File: config.mk
export PLATFORM = sky130hd
export DESIGN_NAME = uart_tx_buffer_flat
export DESIGN_NICKNAME = d
export VERILOG_FILES = /design/src/rtl/uart_tx_buffer_if.sv /design/src/rtl/uart_tx_buffer.sv /design/src/flat_wrapper.sv
export SDC_FILE = /design/constraint.sdc
export NUM_CORES = 1
export LEC_CHECK = 0
export ABC_AREA = 1
export CELL_PAD_IN_SITES_DETAIL_PLACEMENT = 1
export CELL_PAD_IN_SITES_GLOBAL_PLACEMENT = 1
export CORE_MARGIN = 3
export CORE_UTILIZATION = 45
export CTS_CLUSTER_SIZE = 24
export DETAILED_ROUTE_END_ITERATION = 8
export HOLD_SLACK_MARGIN = 0.05
export PLACE_DENSITY = 0.85
export SETUP_SLACK_MARGIN = 0.1
export SLEW_MARGIN = 15
export SYNTH_ARGS = -nofsm -noshare
export SYNTH_HDL_FRONTEND = slang
export SYNTH_SLANG_ARGS = --single-unit
File: constraint.sdc
create_clock -name clk -period 5.9 [get_ports clk]
set_input_delay 0.885 -clock clk [delete_from_list [all_inputs] [get_ports clk]]
set_output_delay 0.885 -clock clk [all_outputs]
set_load 0.1 [all_outputs]
File: src/rtl/uart_tx_buffer_if.sv
// uart_tx_buffer_if: host write port and uart_tx issue port of the transmit buffer
interface uart_tx_buffer_if #(
   parameter int DWIDTH = 8,
   parameter int AWIDTH = 4
);
   logic [DWIDTH-1:0] wr_data;
   logic              wr_en;
   logic              flush;
   logic              full;
   logic              empty;
   logic [AWIDTH:0]   count;
   logic              overflow;
   logic [DWIDTH-1:0] p_data;
   logic              data_valid;
   logic              busy;
   modport master(output wr_data, wr_en, flush, busy, input full, empty, count, overflow, p_data, data_valid);
   modport slave(input wr_data, wr_en, flush, busy, output full, empty, count, overflow, p_data, data_valid);
endinterface

File: src/rtl/uart_tx_buffer.sv
// uart_tx_buffer: byte FIFO that feeds uart_tx one byte per frame, paced by busy
module uart_tx_buffer #(
   parameter int DWIDTH = 8,
   parameter int DEPTH  = 16,
   parameter int AWIDTH = 4
) (
   input logic clk,
   input logic rst,
   uart_tx_buffer_if.slave bus
);
   localparam int CW = AWIDTH + 1;
   typedef enum logic [1:0] {IDLE, WAIT_BUSY, WAIT_DONE} state_t;
   state_t            state;
   logic [DWIDTH-1:0] mem [DEPTH];
   logic [AWIDTH-1:0] wr_ptr, rd_ptr;
   logic              wr_ok, pop;
   logic [CW-1:0]     count_nxt;
   assign wr_ok = bus.wr_en & ~bus.full & ~bus.flush;
   // an issue is the pop; flush suppresses it so the FIFO really ends up empty
   assign pop = (state == IDLE) & ~bus.empty & ~bus.busy & ~bus.flush;
   always_comb count_nxt = bus.flush ? '0 : bus.count + CW'(wr_ok) - CW'(pop);
   always_ff @(posedge clk) begin
      if (wr_ok) mem[wr_ptr] <= bus.wr_data;
   end
   always_ff @(posedge clk or negedge rst) begin
      if (!rst) begin
         state          <= IDLE;
         wr_ptr         <= '0;
         rd_ptr         <= '0;
         bus.count      <= '0;
         bus.empty      <= 1'b1;
         bus.full       <= 1'b0;
         bus.overflow   <= 1'b0;
         bus.p_data     <= '0;
         bus.data_valid <= 1'b0;
      end else begin
         bus.count      <= count_nxt;
         bus.empty      <= count_nxt == '0;
         bus.full       <= count_nxt == CW'(DEPTH);
         bus.overflow   <= bus.wr_en & bus.full & ~bus.flush;
         bus.data_valid <= pop;
         wr_ptr         <= bus.flush ? '0 : wr_ptr + AWIDTH'(wr_ok);
         rd_ptr         <= bus.flush ? '0 : rd_ptr + AWIDTH'(pop);
         if (pop) bus.p_data <= mem[rd_ptr];
         case (state)
            IDLE:      state <= pop ? WAIT_BUSY : IDLE;
            WAIT_BUSY: state <= bus.busy ? WAIT_DONE : WAIT_BUSY;
            default:   state <= bus.busy ? WAIT_DONE : IDLE;
         endcase
      end
   end
endmodule

File: src/flat_wrapper.sv
// flat-port wrapper written by rule: the top's interface ports become plain ports
module uart_tx_buffer_flat 
#(
   parameter int DWIDTH = 8,
   parameter int DEPTH  = 16,
   parameter int AWIDTH = 4
)
  (clk, rst, bus_wr_data, bus_wr_en, bus_flush, bus_busy, bus_full, bus_empty, bus_count, bus_overflow, bus_p_data, bus_data_valid);
  uart_tx_buffer_if #(.DWIDTH(DWIDTH), .AWIDTH(AWIDTH)) bus_i ();
  input logic clk;
  input logic rst;
  input wire logic [$bits(bus_i.wr_data)-1:0] bus_wr_data;
  input wire logic [$bits(bus_i.wr_en)-1:0] bus_wr_en;
  input wire logic [$bits(bus_i.flush)-1:0] bus_flush;
  input wire logic [$bits(bus_i.busy)-1:0] bus_busy;
  output wire logic [$bits(bus_i.full)-1:0] bus_full;
  output wire logic [$bits(bus_i.empty)-1:0] bus_empty;
  output wire logic [$bits(bus_i.count)-1:0] bus_count;
  output wire logic [$bits(bus_i.overflow)-1:0] bus_overflow;
  output wire logic [$bits(bus_i.p_data)-1:0] bus_p_data;
  output wire logic [$bits(bus_i.data_valid)-1:0] bus_data_valid;
  assign bus_i.wr_data = bus_wr_data;
  assign bus_i.wr_en = bus_wr_en;
  assign bus_i.flush = bus_flush;
  assign bus_i.busy = bus_busy;
  assign bus_full = bus_i.full;
  assign bus_empty = bus_i.empty;
  assign bus_count = bus_i.count;
  assign bus_overflow = bus_i.overflow;
  assign bus_p_data = bus_i.p_data;
  assign bus_data_valid = bus_i.data_valid;
  uart_tx_buffer #(.DWIDTH(DWIDTH), .DEPTH(DEPTH), .AWIDTH(AWIDTH)) u_core (.clk(clk), .rst(rst), .bus(bus_i));
endmodule
==> summary.md <==
| Metric | Value |
|---|---|
| Status | complete, no violations |
| CTS Buf Count | 17 |
| Top delay family on crit path | simple AND/OR/NAND/NOR gates |
| Die Width | 129 um |
| #FFs+latches synth | 155 |
| Max-cap violation count | 0 |
| H-tree lvl count | 4 |
| Initial antenna violation count | 0 |
| Remaining antenna violation count | 0 |
| Root Driver | clkbuf_16 |
| GRT overflow | 0 |
| Cell count after synthesis | 677 |
| Endpoint class of the critical path | flop |
| Post_cts resized | 0 |
| RSZ-0062 raised after global routing | no |
| Final Hold Vio Count | 0 |
| Global-route wire length before repair | 28.4 mm |
| Syn nets | 699 |
| Final setup violation count | 0 |
| Period utilisation layout | 0.586 |
| Placer congestion estimate | 0.971 |
| Routed vias/inst | 5.35 |
| Clock transition at path regs | 0.06 ns |
| Die Y | 129 um |
| PwrDens | 400 nW/um^2 |
| Achievable Freq | 289 MHz |
| IO Port Bufs | 29 |
| Yosys top cell area share | 0.562 |
| Crit-path cells | clkdlybuf4s50_1 -> nor2_4 -> and3_1 -> inv_4 -> nor2_4 -> inv_2 -> nand2_1 -> ha_1 -> inv_1 -> fa_1 -> inv_1 -> nand2_1 -> nand2_1 -> a21oi_1 -> nand2_1 -> nand2_1 -> nor2_1 -> inv_1 -> nor2_1 |
| CP Max Fanout | 10 |
| Slew Viols, Final | 0 |
| Ports | 30 |
| Synthesized area per cell | 10.1 um^2 |
| Total GRT Usage | 0.232 |
| Required time of the critical path | 6.26 ns |
| Largest net degree at the start of global routing | 66 |
| Setup bufs post-CTS | 0 |
| Slew Limit Headroom | 0.232 |
| Most frequent cells in the layout | 210 x nand2_1, 128 x edfxtp_1, 116 x inv_1 |
| Initial DRT Pass Iterations | 5 |
| Hold buffer count at cts | 0 |
| Final setup skew | 0.00740 ns |
| Leading post-synthesis cells by cell area | edfxtp_1 56%, nand2_1 12%, dfrtp_1 9.5% |
| WP buf/inv | 6 |
| Clk_lat worst skew | 0.44 ns |
| Clk sinks | 155 |
| Final min period | 3.46 ns |
| TritonCTS clock tree | yes |
| Drt total wl | 18.0 mm |
| Row count | 44 |
| Fin nets | 724 |
| Synthesized cell area | 6840 um^2 |
| Crit-path max cell delay | 0.62 ns |
| Distinct cells, synth | 23 |
| Critical Path AT | 3.82 ns |
| Post-DP HPWL | 11.6 mm |
| Layout cells sized above 1 | 0.0503 |
| Non-filler instance count after layout | 899 |
| Startpoint Class | primary input |
| Vias | 4,809 |
| VDD IR max | 0.246 mV |
| Drt first-iter violations | 419 |
| Biggest area consumer among synthesized cells | edfxtp_1 |
| CORE AREA | 14,700 um^2 |
| YS warnings | 0 |
| Ant. Diodes | 0 |
| Post-synthesis sequential area ratio | 0.661 |
| Starting Density | 0.465 |
| P_leak | 3.35 nW |
| Hold WC Path Type | reg -> reg |
| Clk buf depth | 2 |
| Worst path slowest cell | clkdlybuf4s50_1 |
| Number of cells after detailed placement | 867 |
| DR DRC count | 0 |
| Setup TNS | 0 ns |
| Wirelength per Cell | 20.0 um |
| Synth-to-layout area growth | 12.9% |
| Crit path top cell by count | nand2_1 |
| Die area | 16,700 um^2 |
| Vias in the first global route | 5,310 |
| Worst slew pin tran | 1.15 ns |
| Fill count | 1,610 |
| Crit Path Category | in -> reg |
| Most common cell after layout, fill and taps aside | nand2_1 |
[kinds of logic after synthesis]
group           Yosys count  share of synthesized area
compound gates            8                    0.00586
xor+xnor                  2                    0.00256
fa+ha+maj                 9                     0.0176
buf+inv                 147                     0.0939
flops                   155                      0.661
simple gates            356                      0.219
[worst reg2reg max path, delay by kind of cell, from the launching register on]
kind,cells,cell delay [ns]
and+or+nand+nor,10,1.33
DFF,1,0.39
adders and majority gates,2,0.53
AOI/OAI and AO/OA,1,0.07
buffers and inverters,5,0.40
[per-layer routing]
layer  global-route usage  share of wire  wire, um
met1                0.289           0.40      7220
met2                0.376           0.50      8990
met4                0.125          0.045       813
met3               0.0552          0.053       951
met5                    0              0         0
[cell usage after synthesis]
master,n
dfstp_2,1
dfrtp_1,26
buf_2,16
buf_6,9
nor2_1,37
nand3_1,102
nand2_1,210
clkinv_1,1
nand3b_1,1
a21oi_1,4
inv_1,116
ha_1,8
edfxtp_1,128
fa_1,1
o21ai_0,4
nor3_1,1
xor2_1,1
inv_2,3
nor2_4,3
and3_1,2
xnor2_1,1
buf_1,1
inv_4,1
[state kept, by name, indices dropped and copies added, names as in the netlist]
name and count:
u_core.bus.p_data 8, u_core.rd_ptr 4, u_core.wr_ptr 4, u_core.bus.count 5
u_core.bus.empty 1, u_core.bus.full 1, u_core.mem 128, u_core.state 2
u_core.bus.overflow 1, u_core.bus.data_valid 1
[path summary, 6_finish.rpt]
kind                                  from  depth (start not counted)              endpoint  slack (ns)
setup / recovery                 bus_flush                         19       u_core.bus.full        2.44
setup reg to reg           u_core.state[1]                         18       u_core.bus.full        3.11
hold reg to reg            u_core.state[1]                          1       u_core.state[0]        0.48
max in group asynchronous              rst                          2      u_core.bus.empty        4.74
min in group asynchronous              rst                          2  u_core.bus.p_data[7]        0.84
hold / removal             u_core.state[1]                          1       u_core.state[0]        0.48
[layout make-up]
type,instances,area (um^2),area share
sequential,155,4520,0.586
multi-input combinational,375,1670,0.217
inverter,121,457,0.0592
clock buffer,24,452,0.0585
timing repair buffer,32,313,0.0405
tap,184,230,0.0298
clock inverter,8,72.6,0.00940
[stage by stage]
stage | hold slack [ns] | util | area (um^2) | setup slack [ns] | total power [mW]
global placement | 0.422 | 0.490 | 7200 | 2.24 | 2.07
CTS | 0.485 | 0.525 | 7720 | 2.40 | 3.10
floorplan | 0.409 | - | 6840 | 3.08 | 1.89
detailed placement | 0.443 | 0.490 | 7200 | 1.98 | 2.11
finish | 0.480 | 0.525 | 7720 | 2.44 | 3.08
global route | 0.498 | 0.525 | 7720 | 2.09 | 3.21
[power by group]
part / switching [mW] / internal, mW
logic: 0.613 / 0.184
clock network: 0.420 / 0.576
registers: 0.0442 / 1.25
Note: power is estimated with default switching activity, not from simulation.
